**src/rtl/serial_subtractor.sv**
```systemverilog
// serial_subtractor: bit-serial a - b - bin, LSB first, one borrow flip-flop,
// start/busy/done handshake.
module serial_subtractor #(
   parameter int WIDTH = 4
) (
   input  logic             clk,
   input  logic             rst,
   input  logic             start,
   input  logic [WIDTH-1:0] a,
   input  logic [WIDTH-1:0] b,
   input  logic             bin,
   output logic             busy,
   output logic             done,
   output logic [WIDTH-1:0] diff,
   output logic             bout,
   output logic             ovf,
   output logic             zero
);
   localparam int CW = $clog2(WIDTH);
   typedef enum logic [1:0] {IDLE, RUN, DONE} state_t;
   state_t state_q, state_d;
   logic [CW-1:0] cnt_q, cnt_d;
   logic [WIDTH-1:0] a_sr_q, a_sr_d, b_sr_q, b_sr_d, res_q, res_d, diff_q, diff_d;
   logic br_q, br_d, a_msb_q, a_msb_d, b_msb_q, b_msb_d;
   logic bout_q, bout_d, ovf_q, ovf_d, zero_q, zero_d;
   logic load, run, last, fin, a0, b0, d, br_nx;
   always_ff @(posedge clk or posedge rst) begin
      if (rst) begin
         state_q <= IDLE;
         cnt_q   <= '0;
         a_sr_q  <= '0;
         b_sr_q  <= '0;
         res_q   <= '0;
         br_q    <= 1'b0;
         a_msb_q <= 1'b0;
         b_msb_q <= 1'b0;
         diff_q  <= '0;
         bout_q  <= 1'b0;
         ovf_q   <= 1'b0;
         zero_q  <= 1'b0;
      end else begin
         state_q <= state_d;
         cnt_q   <= cnt_d;
         a_sr_q  <= a_sr_d;
         b_sr_q  <= b_sr_d;
         res_q   <= res_d;
         br_q    <= br_d;
         a_msb_q <= a_msb_d;
         b_msb_q <= b_msb_d;
         diff_q  <= diff_d;
         bout_q  <= bout_d;
         ovf_q   <= ovf_d;
         zero_q  <= zero_d;
      end
   end
   always_comb begin
      load    = state_q == IDLE && start;
      run     = state_q == RUN;
      last    = cnt_q == CW'(WIDTH - 1);
      state_d = state_q == IDLE ? (start ? RUN : IDLE) :
                state_q == RUN  ? (last ? DONE : RUN) : IDLE;
   end
   // Datapath next state; results are committed on the final bit so they are valid in DONE.
   always_comb begin
      a0      = a_sr_q[0];
      b0      = b_sr_q[0];
      d       = a0 ^ b0 ^ br_q;
      br_nx   = (~a0 & b0) | (~(a0 ^ b0) & br_q);
      fin     = run && last;
      a_sr_d  = load ? a : run ? a_sr_q >> 1 : a_sr_q;
      b_sr_d  = load ? b : run ? b_sr_q >> 1 : b_sr_q;
      br_d    = load ? bin : run ? br_nx : br_q;
      cnt_d   = load ? '0 : run ? cnt_q + CW'(1) : cnt_q;
      res_d   = run ? {d, res_q[WIDTH-1:1]} : res_q;
      a_msb_d = load ? a[WIDTH-1] : a_msb_q;
      b_msb_d = load ? b[WIDTH-1] : b_msb_q;
      diff_d  = fin ? res_d : diff_q;
      bout_d  = fin ? br_nx : bout_q;
      ovf_d   = fin ? (a_msb_q ^ b_msb_q) & (a_msb_q ^ d) : ovf_q;
      zero_d  = fin ? res_d == '0 : zero_q;
   end
   always_comb begin
      busy = state_q != IDLE;
      done = state_q == DONE;
      diff = diff_q;
      bout = bout_q;
      ovf  = ovf_q;
      zero = zero_q;
   end
endmodule

```
**config.mk**
```make
export PLATFORM = sky130hd
export DESIGN_NAME = serial_subtractor
export DESIGN_NICKNAME = d
export VERILOG_FILES = /design/src/rtl/serial_subtractor.sv
export SDC_FILE = /design/constraint.sdc
export NUM_CORES = 1
export LEC_CHECK = 0
export ABC_AREA = 1
export BUFFER_PORTS_ARGS = -buffer_cell sky130_fd_sc_hd__buf_2
export CAP_MARGIN = 20
export CORE_AREA = 3 3 61 63
export CTS_CLUSTER_SIZE = 10
export DETAILED_ROUTE_END_ITERATION = 16
export DIE_AREA = 0 0 64 66
export PLACE_DENSITY_LB_ADDON = 0.05
export SLEW_MARGIN = 20
export SYNTH_ARGS = -nofsm -noshare
export SYNTH_HDL_FRONTEND = slang
export SYNTH_SLANG_ARGS = --single-unit
```
**constraint.sdc**
```tcl
create_clock -name clk -period 3.2 [get_ports clk]
set_input_delay 0.32 -clock clk [delete_from_list [all_inputs] [get_ports clk]]
set_output_delay 0.32 -clock clk [all_outputs]
set_load 0.005 [all_outputs]
```
==> metrics.yaml, run 1 <==
detailed_routing:
  antenna_left: 0
  drt-initial-drc-count: 19
  vias_per_cell: 4.34
  vias: 815
  first_pass_iters: 4
  drc_errors: 0
  wirelength_mm: 2.25
  wl_per_cell_um: 12.0
timing:
  hold_viol: 0
  fmax_mhz: 626
  holdWs_ns: 0.206
  fin_crit_ns: 1.60
  finClkSkew_ns: 0.00198
  slew_violations: 0
  finalSetupTns_ns: 0
  fin_crit_sh_pct: 49.9
  finalSetupViolCount: 0
  tightest_slew_ns: 0.482
  rsz0062_at_grt: "false"
  setup_ws_ns: 1.60
  relSlewSlack_pct: 67.9
critical_path:
  rr_endpoint: "zero$_DFFE_PP0P_"
  cp.arrival_ns: 1.28
  path_class: "flop to primary output"
  crit_start: "state_q[0]$_DFF_PP0_"
  startpoint_type: "flop"
  rrSetupSlack_ns: 1.73
  critPathRequiredTime_ns: 2.88
  worstReg2RegStart: "state_q[1]$_DFF_PP0_"
  r2r_cells: 7
  cp_max_fo: 12
  worstSetupEndpointType: "primary output"
placement:
  gp_congestion: 0.714
  dp_slack_ns: 1.73
  numPortBuffers: 20
  dp_hpwl_mm: 1.61
  dpl_cell_area_mm2: 0.00123
floorplan:
  start_util_pct: 33.6
  die_h_um: 66
  placementRows: 21
  ioPinCount: 21
  die_width_um: 64
  core_area_mm2: 0.00328
  dieArea_mm2: 0.00422
power:
  p_per_area_mw_per_mm2: 894
  ir_drop_mv: 0.268
  power_mw: 1.16
  p_leak_nw: 0.661
synth:
  ys_warn_count: 0
  synth_top_area_share_pct: 56.6
  synth_largest_area_cell: "dfrtp_1"
  ys_seq_area_share_pct: 56.6
  ys_top_cells_by_area: "dfrtp_1, nand2_1, nand3_1, inv_1, o21ai_0"
  ys_seq_elements: 25
  synth_fp_nets: 133
  syn_inst: 119
  ys_types: 19
  syn-cell-area_mm2: 0.00110
  avgSynthCellArea_um2: 9.28
finish:
  nNetsFinal: 157
  diodes: 0
  drive_gt1_share_pct: 21.8
  nFillCells: 345
  syn2layout_area_growth_pct: 17.0
  finish.instance_area_mm2: 0.00129
clocking:
  cts.sinks: 25
  insertion_delay_ns: 0.32
  htreeDepth: 1
  clk_path_buf_depth: 2
  cts_buffers: 3
  cts_tree: "yes"
  clockRootBuffer: "clkbuf_4"
  path_clk_slew_ns: 0.13
run_status:
  status: "completed"
global_routing:
  overflow: 0
  antenna_found_initial: 0
  grt_start_max_net_pins: 26
  grt_pass1_vias: 883
  gr-usage-all-layers_pct: 12.4
  grt_pass1_wl_mm: 4.08
run:
  max-cap-violations: 0
worst_hold_path:
  whs_path_depth: 3
  min_from: "b[1]"
  hold_class: "input pin to flop"
  holdPathEnd: "b_sr_q[1]$_DFFE_PP0P_"
[power breakdown]
group	internal [mW]	switching, mW	leakage, nW
clock network	0.0488	0.0949	0.0150
logic	0.189	0.277	0.331
registers	0.452	0.0951	0.315
[layer usage]
metal	vias up	GRT usage (%)	wire (um)
met1	375	16.3	1090
met5	-	0	0
li1	421	-	-
met4	0	4.04	15
met3	2	2.72	79
met2	17	20.3	1070
[area by class of cell]
class                   instances  area (um2)  area share (%)
inverters                      15        58.8            4.55
multi-input cells              76         387            29.9
clock buffers                   4        26.3            2.03
well taps                      46        57.6            4.45
repair buffers                 22         138            10.6
flip-flops and latches         25         626            48.4
[flip-flops by register name, summed over array words and instances (netlist names)]
signal   flops
res_q        3
diff         4
b_sr_q       4
cnt_q        2
zero         1
ovf          1
bout         1
b_msb_q      1
a_msb_q      1
a_sr_q       4
br_q         1
state_q      2
[how the worst max path moves through the flow]
stage | depth (start not counted) | end
CTS | 3 | busy
finish | 3 | busy
floorplan | 6 | zero$_DFFE_PP0P_
detailed placement | 6 | zero$_DFFE_PP0P_
global placement | 6 | zero$_DFFE_PP0P_
global route | 3 | busy
[stage by stage]
stage | util (%) | cells
finish | 39.4 | 188
global placement | 37.4 | 182
global route | 39.4 | 188
floorplan | - | 119
CTS | 38.2 | 186
detailed placement | 37.4 | 182
[critical path, stage by stage, from the launching register on]
cell     delay [ns]
dfrtp_1        0.67
nor2_1         0.13
inv_1          0.07
buf_2          0.10
[synthesized netlist by cell type]
cell type and n:
a21oi_1 2, buf_6 3, dfrtp_1 25, fa_1 1
ha_1 1, inv_1 12, inv_2 2, inv_4 1
nand2_1 40, nand2_2 1, nand3_1 11, nand3_4 1
nor2_1 4, nor3_1 1, o211ai_1 3, o21ai_0 7
o21ai_2 1, o21ai_4 1, o22ai_1 2
[layout by cell type, fill, tap and decap left out]
| cell | n |
|---|---|
| dfrtp_1 | 25 |
| inv_2 | 2 |
| fa_1 | 1 |
| nor2_1 | 4 |
| inv_4 | 1 |
| o21ai_0 | 7 |
| nand2_2 | 1 |
| dlygate4sd3_1 | 1 |
| nand3_4 | 1 |
| o211ai_1 | 3 |
| ha_1 | 1 |
| a21oi_1 | 2 |
| clkbuf_4 | 3 |
| o22ai_1 | 2 |
| nand2_1 | 40 |
| nor3_1 | 1 |
| nand3_1 | 11 |
| o21ai_4 | 1 |
| clkbuf_1 | 1 |
| o21ai_2 | 1 |
| buf_2 | 20 |
| inv_1 | 12 |
| buf_16 | 1 |
[logic make-up (layout without fill, tap and decap cells)]
family                     count (synthesis)  in the layout  share of synthesized area [%]
and+or+nand+nor                           58             58                           22.5
DFF                                       25             25                           56.6
adders and majority gates                  2              2                           2.94
buffers and inverters                     18             41                           8.38
AOI/OAI and AO/OA                         16             16                           9.51
[timing repair]
item	in CTS	in global routing
resized for setup	0	0
hold buffers	0	1
endpoints found under the hold margin	0	8
setup buffers	0	0
Note: power is estimated with default switching activity, not from simulation.
==> inputs of run 2 (changes only) <==
- clock period: 3.2 -> 1.3 ns (I/O delays scaled with it)
==> run 2 against run 1 <==
  * The run now ends with negative setup slack left
  * Worst setup slack worse by 1.7 ns
  * Clock power is 140% higher
  * Total power grew to 2.8 times the previous value
  * Via count up 7.9%
  * Clock-buffer cell count down 1
  * Core utilization is 4.0 points higher
  * Sequential power increased by 140%
  * Non-clock buffer count up 17
  * Sequential share of layout area decreased by 4.4 points
  * Wire length rose by 1.2%
  * Combinational power grew to 3.4 times the previous value
  * Hold slack lost 0.19 ns
  * Critical path type is now flop to flop
  * Critical endpoint is now ovf$_DFFE_PP0P_
==> metrics.yaml, run 2 (synthesized netlist as in run 1, its figures left out) <==
clocking:
  cts_tree: "yes"
  clockRootBuffer: "clkbuf_4"
  insertion_delay_ns: 0.31
  path_clk_slew_ns: 0.14
  cts.sinks: 25
  cts_buffers: 3
  htreeDepth: 1
  clk_path_buf_depth: 2
worst_hold_path:
  holdPathEnd: "b_sr_q[1]$_DFFE_PP0P_"
  hold_class: "input pin to flop"
  whs_path_depth: 3
  min_from: "b[1]"
run:
  max-cap-violations: 0
critical_path:
  critPathRequiredTime_ns: 1.52
  worstReg2RegStart: "b_sr_q[0]$_DFFE_PP0P_"
  critPathTopFamily: "adder cells"
  critPathBufInv: 2
  startpoint_type: "flop"
  r2r_cells: 5
  path_cells: "inv_2 > fa_2 > buf_4 > a21oi_1 > o21ai_2"
  worstSetupEndpointType: "flop"
  path_class: "flop to flop"
  cp_max_fo: 3
  critical_path.max_stage_delay_ns: 0.44
  rrSetupSlack_ns: -0.09
  crit_slowest_cell: "fa_2"
  rr_endpoint: "ovf$_DFFE_PP0P_"
  cp.arrival_ns: 1.61
finish:
  finish.instance_area_mm2: 0.00142
  final_cell_mix: "nand2_1, dfrtp_1, buf_2"
  final_cells: 205
  nNetsFinal: 174
  nFillCells: 340
  syn2layout_area_growth_pct: 28.9
  final_common_cell: "nand2_1"
  diodes: 0
  drive_gt1_share_pct: 37.1
run_status:
  violations: "negative setup slack"
  status: "finished, violations left"
timing:
  slew_violations: 0
  rsz0062_at_grt: "true"
  setup_ws_ns: -0.0907
  fin_crit_sh_pct: 107
  finalSetupTns_ns: -0.155
  finalSetupViolCount: 2
  hold_viol: 0
  finClkSkew_ns: 0.00304
  fmax_mhz: 719
  tightest_slew_ns: 0.307
  relSlewSlack_pct: 79.5
  fin_crit_ns: 1.39
placement:
  dpl_cell_area_mm2: 0.00128
  numPortBuffers: 20
  gp_congestion: 0.745
  dp_slack_ns: -0.102
  dp_hpwl_mm: 1.63
  dp.cells: 189
power:
  p_leak_nw: 0.734
  ir_drop_mv: 0.677
  p_per_area_mw_per_mm2: 2290
global_routing:
  use_met2_pct: 20.4
  grt_start_max_net_pins: 26
  grt_pass1_wl_mm: 3.88
  gr-max-usage-layer: "met2"
  gr-usage-all-layers_pct: 11.8
  use_met3_pct: 3.06
  antenna_found_initial: 0
  grt_pass1_vias: 865
  overflow: 0
  grtUsageMet1_pct: 14.2
floorplan:
  placementRows: 21
  die_h_um: 66
  die_width_um: 64
  ioPinCount: 21
  start_util_pct: 33.6
  core_area_mm2: 0.00328
  dieArea_mm2: 0.00422
detailed_routing:
  wl_per_cell_um: 11.1
  first_pass_iters: 4
  vias_per_cell: 4.29
  vias: 879
  drt-initial-drc-count: 15
  drc_errors: 0
  antenna_left: 0
  wirelength_mm: 2.28
-- run 2: per-layer routing --
layer,vias up,part of all wire (%)
met3,2,5.1
met1,397,45
li1,458,-
met5,-,0
met4,0,0.75
met2,22,49
-- run 2: final cells by class --
type / count / area (um2) / area share (%)
repair buffers: 39 / 249 / 17.5
clock inverters: 1 / 5.00 / 0.351
well taps: 46 / 57.6 / 4.04
clock buffers: 3 / 22.5 / 1.58
inverters: 15 / 58.8 / 4.13
flip-flops and latches: 25 / 627 / 44.0
multi-input cells: 76 / 404 / 28.4
-- run 2: worst max-delay path by stage --
| stage | start | cells after the start | slack, ns | end |
|---|---|---|---|---|
| after floorplan | br_q$_DFFE_PP0P_ | 7 | -0.02 | zero$_DFFE_PP0P_ |
| after global placement | br_q$_DFFE_PP0P_ | 7 | -0.07 | zero$_DFFE_PP0P_ |
| after detailed placement | br_q$_DFFE_PP0P_ | 7 | -0.10 | zero$_DFFE_PP0P_ |
| after CTS | b_sr_q[0]$_DFFE_PP0P_ | 7 | -0.11 | zero$_DFFE_PP0P_ |
| after global routing | br_q$_DFFE_PP0P_ | 7 | -0.16 | zero$_DFFE_PP0P_ |
| final | b_sr_q[0]$_DFFE_PP0P_ | 5 | -0.09 | ovf$_DFFE_PP0P_ |
-- run 2: what timing repair did --
| action | 4_1_cts | 5_1_grt |
|---|---|---|
| pin swaps | 1 | 5 |
| endpoints found under the hold margin | 25 | 0 |
| gates cloned | 0 | 0 |
| buffers inserted | 1 | 10 |
| hold buffers | 1 | 0 |
| resized for setup | 4 | 8 |
| setup endpoints to repair | 3 | 13 |
-- run 2: stage by stage --
step	utilization, %	hold slack, ns	total power, mW
floorplan	-	0.157	2.24
global placement	39.0	0.200	2.62
detailed placement	39.0	0.201	2.64
CTS	40.4	0.00429	3.03
global route	43.4	0.0111	3.58
finish	43.4	0.0112	3.26
-- run 2: worst reg2reg max path: cells and delay by family, from the launching register on --
family | cells | cell delay (ns)
flip-flops | 1 | 0.41
buffers and inverters | 2 | 0.21
adder cells (fa/ha/maj) | 1 | 0.44
AO/OA/AOI/OAI | 2 | 0.23
-- run 2: power by group --
| part | internal [mW] | total [mW] | switching, mW |
|---|---|---|---|
| Clock | 0.115 | 0.349 | 0.234 |
| Sequential | 1.12 | 1.31 | 0.197 |
| Combinational | 0.775 | 1.59 | 0.820 |
| Total | 2.01 | 3.26 | 1.25 |
==> inputs of run 3 (changes only) <==
- ABC_AREA: 1 -> unset
- CORE_AREA: 3 3 61 63 -> 3 3 62 64
- DIE_AREA: 0 0 64 66 -> 0 0 65 67
==> run 3 against run 2 <==
  * The flow still finishes with violations (negative setup slack)
  * Wire length up 2.2%
  * Fmax down 8.3%
  * Clock power up 5%
  * Sequential share of layout area down 2.5 points
  * Worst setup slack worse by 0.13 ns
  * Global-route usage up 0.46 points
  * Flip-flop and latch count unchanged
  * Area after synthesis up 4.0%
==> metrics.yaml, run 3 <==
run_status:
  status: "finished, violations left"
  violations: "negative setup slack"
synth:
  ys_warn_count: 0
  synth_xor_area_share_pct: 0
  synth_edf_count: 0
  syn-cell-area_mm2: 0.00115
  synthAdderAreaFrac_pct: 2.83
  synth_compound_gate_area_share_pct: 15.0
  synth_mux_area_share_pct: 6.86
  synth_top_area_share_pct: 54.5
  synth_fp_nets: 117
  synth_largest_area_cell: "dfrtp_1"
  async_flop_share_pct: 100
  ys_seq_area_share_pct: 54.5
  synth_top_flop_cell: "dfrtp_1"
  ys_types: 28
  synth_top_family_by_area: "simple AND/OR/NAND/NOR gates"
  syn_inst: 103
  synth.most_common_cell: "dfrtp_1"
  ys_seq_elements: 25
  synth_commonest_cells: "dfrtp_1, nand2_1, o21ai_0"
  synth_simple_gate_area_share_pct: 17.1
  ys_top_cells_by_area: "dfrtp_1, nand2_1, o21ai_0, a22oi_1, mux2_4"
  avgSynthCellArea_um2: 11.2
floorplan:
  dieArea_mm2: 0.00436
  core_area_mm2: 0.00334
  ioPinCount: 21
  start_util_pct: 34.4
  die_h_um: 67
  placementRows: 21
  die_width_um: 65
clocking:
  path_clk_slew_ns: 0.15
  clk_path_buf_depth: 2
  htreeDepth: 1
  cts_tree: "yes"
  cts.sinks: 25
  cts_buffers: 3
  insertion_delay_ns: 0.32
  clockRootBuffer: "clkbuf_4"
detailed_routing:
  wl_per_cell_um: 12.3
  wirelength_mm: 2.33
  drt-initial-drc-count: 20
  antenna_left: 0
  vias_per_cell: 4.39
  vias: 829
  first_pass_iters: 4
  drc_errors: 0
timing:
  finClkSkew_ns: 0.00514
  fin_crit_ns: 1.52
  rsz0062_at_grt: "true"
  relSlewSlack_pct: 75.9
  slew_violations: 0
  setup_ws_ns: -0.216
  holdWs_ns: 0.0461
  finalSetupViolCount: 5
  tightest_slew_ns: 0.362
  fmax_mhz: 659
  fin_crit_sh_pct: 117
  hold_viol: 0
power:
  p_per_area_mw_per_mm2: 2340
  ir_drop_mv: 0.766
  power_mw: 3.54
  p_leak_nw: 0.761
global_routing:
  gr-usage-all-layers_pct: 12.3
  antenna_found_initial: 0
  grt_pass1_wl_mm: 4.08
  grt_pass1_vias: 827
  overflow: 0
  grt_start_max_net_pins: 26
critical_path:
  critPathRequiredTime_ns: 1.57
  startpoint_type: "flop"
  crit_slowest_cell: "fa_2"
  path_class: "flop to flop"
  path_cells: "inv_1 > fa_2 > or4_1 > o21ai_1"
  critical_path.max_stage_delay_ns: 0.46
  cp.arrival_ns: 1.78
  worstSetupEndpointType: "flop"
  cp_max_fo: 4
placement:
  gp_congestion: 0.696
  numPortBuffers: 20
  dp_hpwl_mm: 1.64
run:
  max-cap-violations: 0
finish:
  final_cell_mix: "dfrtp_1, nand2_1, buf_2"
  drive_gt1_share_pct: 41.3
  nNetsFinal: 158
  diodes: 0
  syn2layout_area_growth_pct: 31.7
  utilization_pct: 45.3
  final_common_cell: "dfrtp_1"
worst_hold_path:
  hold_class: "input pin to flop"
==> run 3: changes by cell type in the layout (fill, tap and decap cells not counted), sizes merged, moves of 3 or more <==
cell    delta
o21ai      +4
inv       -11
a21oi      +3
o211ai     -3
nor2b      +5
nand3     -12
a22oi      +6
and2b      +3
mux2       +6
nor2       -3
nand2     -21
==> run 3: repair_timing <==
| item | CTS | global route |
|---|---|---|
| endpoints found under the hold margin | 25 | 0 |
| setup endpoints to repair | 5 | 8 |
| pin swaps | 3 | 0 |
| hold buffers | 1 | 0 |
| resized for setup | 11 | 6 |
| cloned | 0 | 0 |
| buffers inserted | 5 | 4 |
==> run 3: metal layers <==
layer / vias up / part of all wire [%] / GRT usage [%]
met5: - / 0 / 0
met4: 0 / 0.64 / 4.75
met3: 2 / 4.6 / 2.19
met2: 18 / 44 / 18.6
met1: 373 / 51 / 17.2
li1: 436 / - / -
==> run 3: final cells by class <==
cell class	count	area [um2]
Inverter	4	15.0
Sequential cell	25	628
Timing Repair Buffer	40	282
Tap cell	46	57.6
Clock inverter	1	7.51
Multi-Input combinational cell	70	500
Fill cell	334	1820
Clock buffer	3	22.5
==> run 3: worst max-delay path: cells and delay by family (launching register included) <==
kind            cells  cell delay [ns]
buf+inv             1             0.07
simple gates        1             0.40
fa+ha+maj           1             0.46
compound gates      1             0.12
flops               1             0.40
==> run 3: per-stage QoR <==
step                setup WS (ns)  instance area [um2]  cells  setup TNS (ns)
floorplan                  -0.174                 1150    103          -0.241
global placement           -0.221                 1350    175          -0.364
detailed placement         -0.257                 1350    175          -0.462
CTS                        -0.218                 1460    185          -0.552
global route               -0.324                 1510    189          -0.977
finish                     -0.216                 1510    189          -0.584
==> run 3: kinds of logic (layout without fill, tap and decap cells) <==
family | Yosys count | count (layout)
buffers and inverters | 8 | 48
flip-flops | 25 | 25
adder cells (fa/ha/maj) | 2 | 2
AO/OA/AOI/OAI | 28 | 28
AND/OR/NAND/NOR | 34 | 34
multiplexers | 6 | 6
==> run 3: path summary, 6_finish.rpt <==
check,endpoint,cells after the start,slack [ns],start
max,zero$_DFFE_PP0P_,4,-0.22,b_sr_q[0]$_DFFE_PP0P_
min,a_msb_q$_DFFE_PP0P_,2,0.05,a[3]
max reg2reg,zero$_DFFE_PP0P_,4,-0.22,b_sr_q[0]$_DFFE_PP0P_
min reg2reg,bout$_DFFE_PP0P_,2,0.50,bout$_DFFE_PP0P_
max in group asynchronous,state_q[0]$_DFF_PP0_,4,0.67,rst
min in group asynchronous,bout$_DFFE_PP0P_,4,0.37,rst
==> run 3: where the power goes <==
part / internal, mW / total (mW) / switching, mW
sequential: 1.12 / 1.34 / 0.219
combinational: 1.08 / 1.83 / 0.747
clock: 0.118 / 0.368 / 0.250
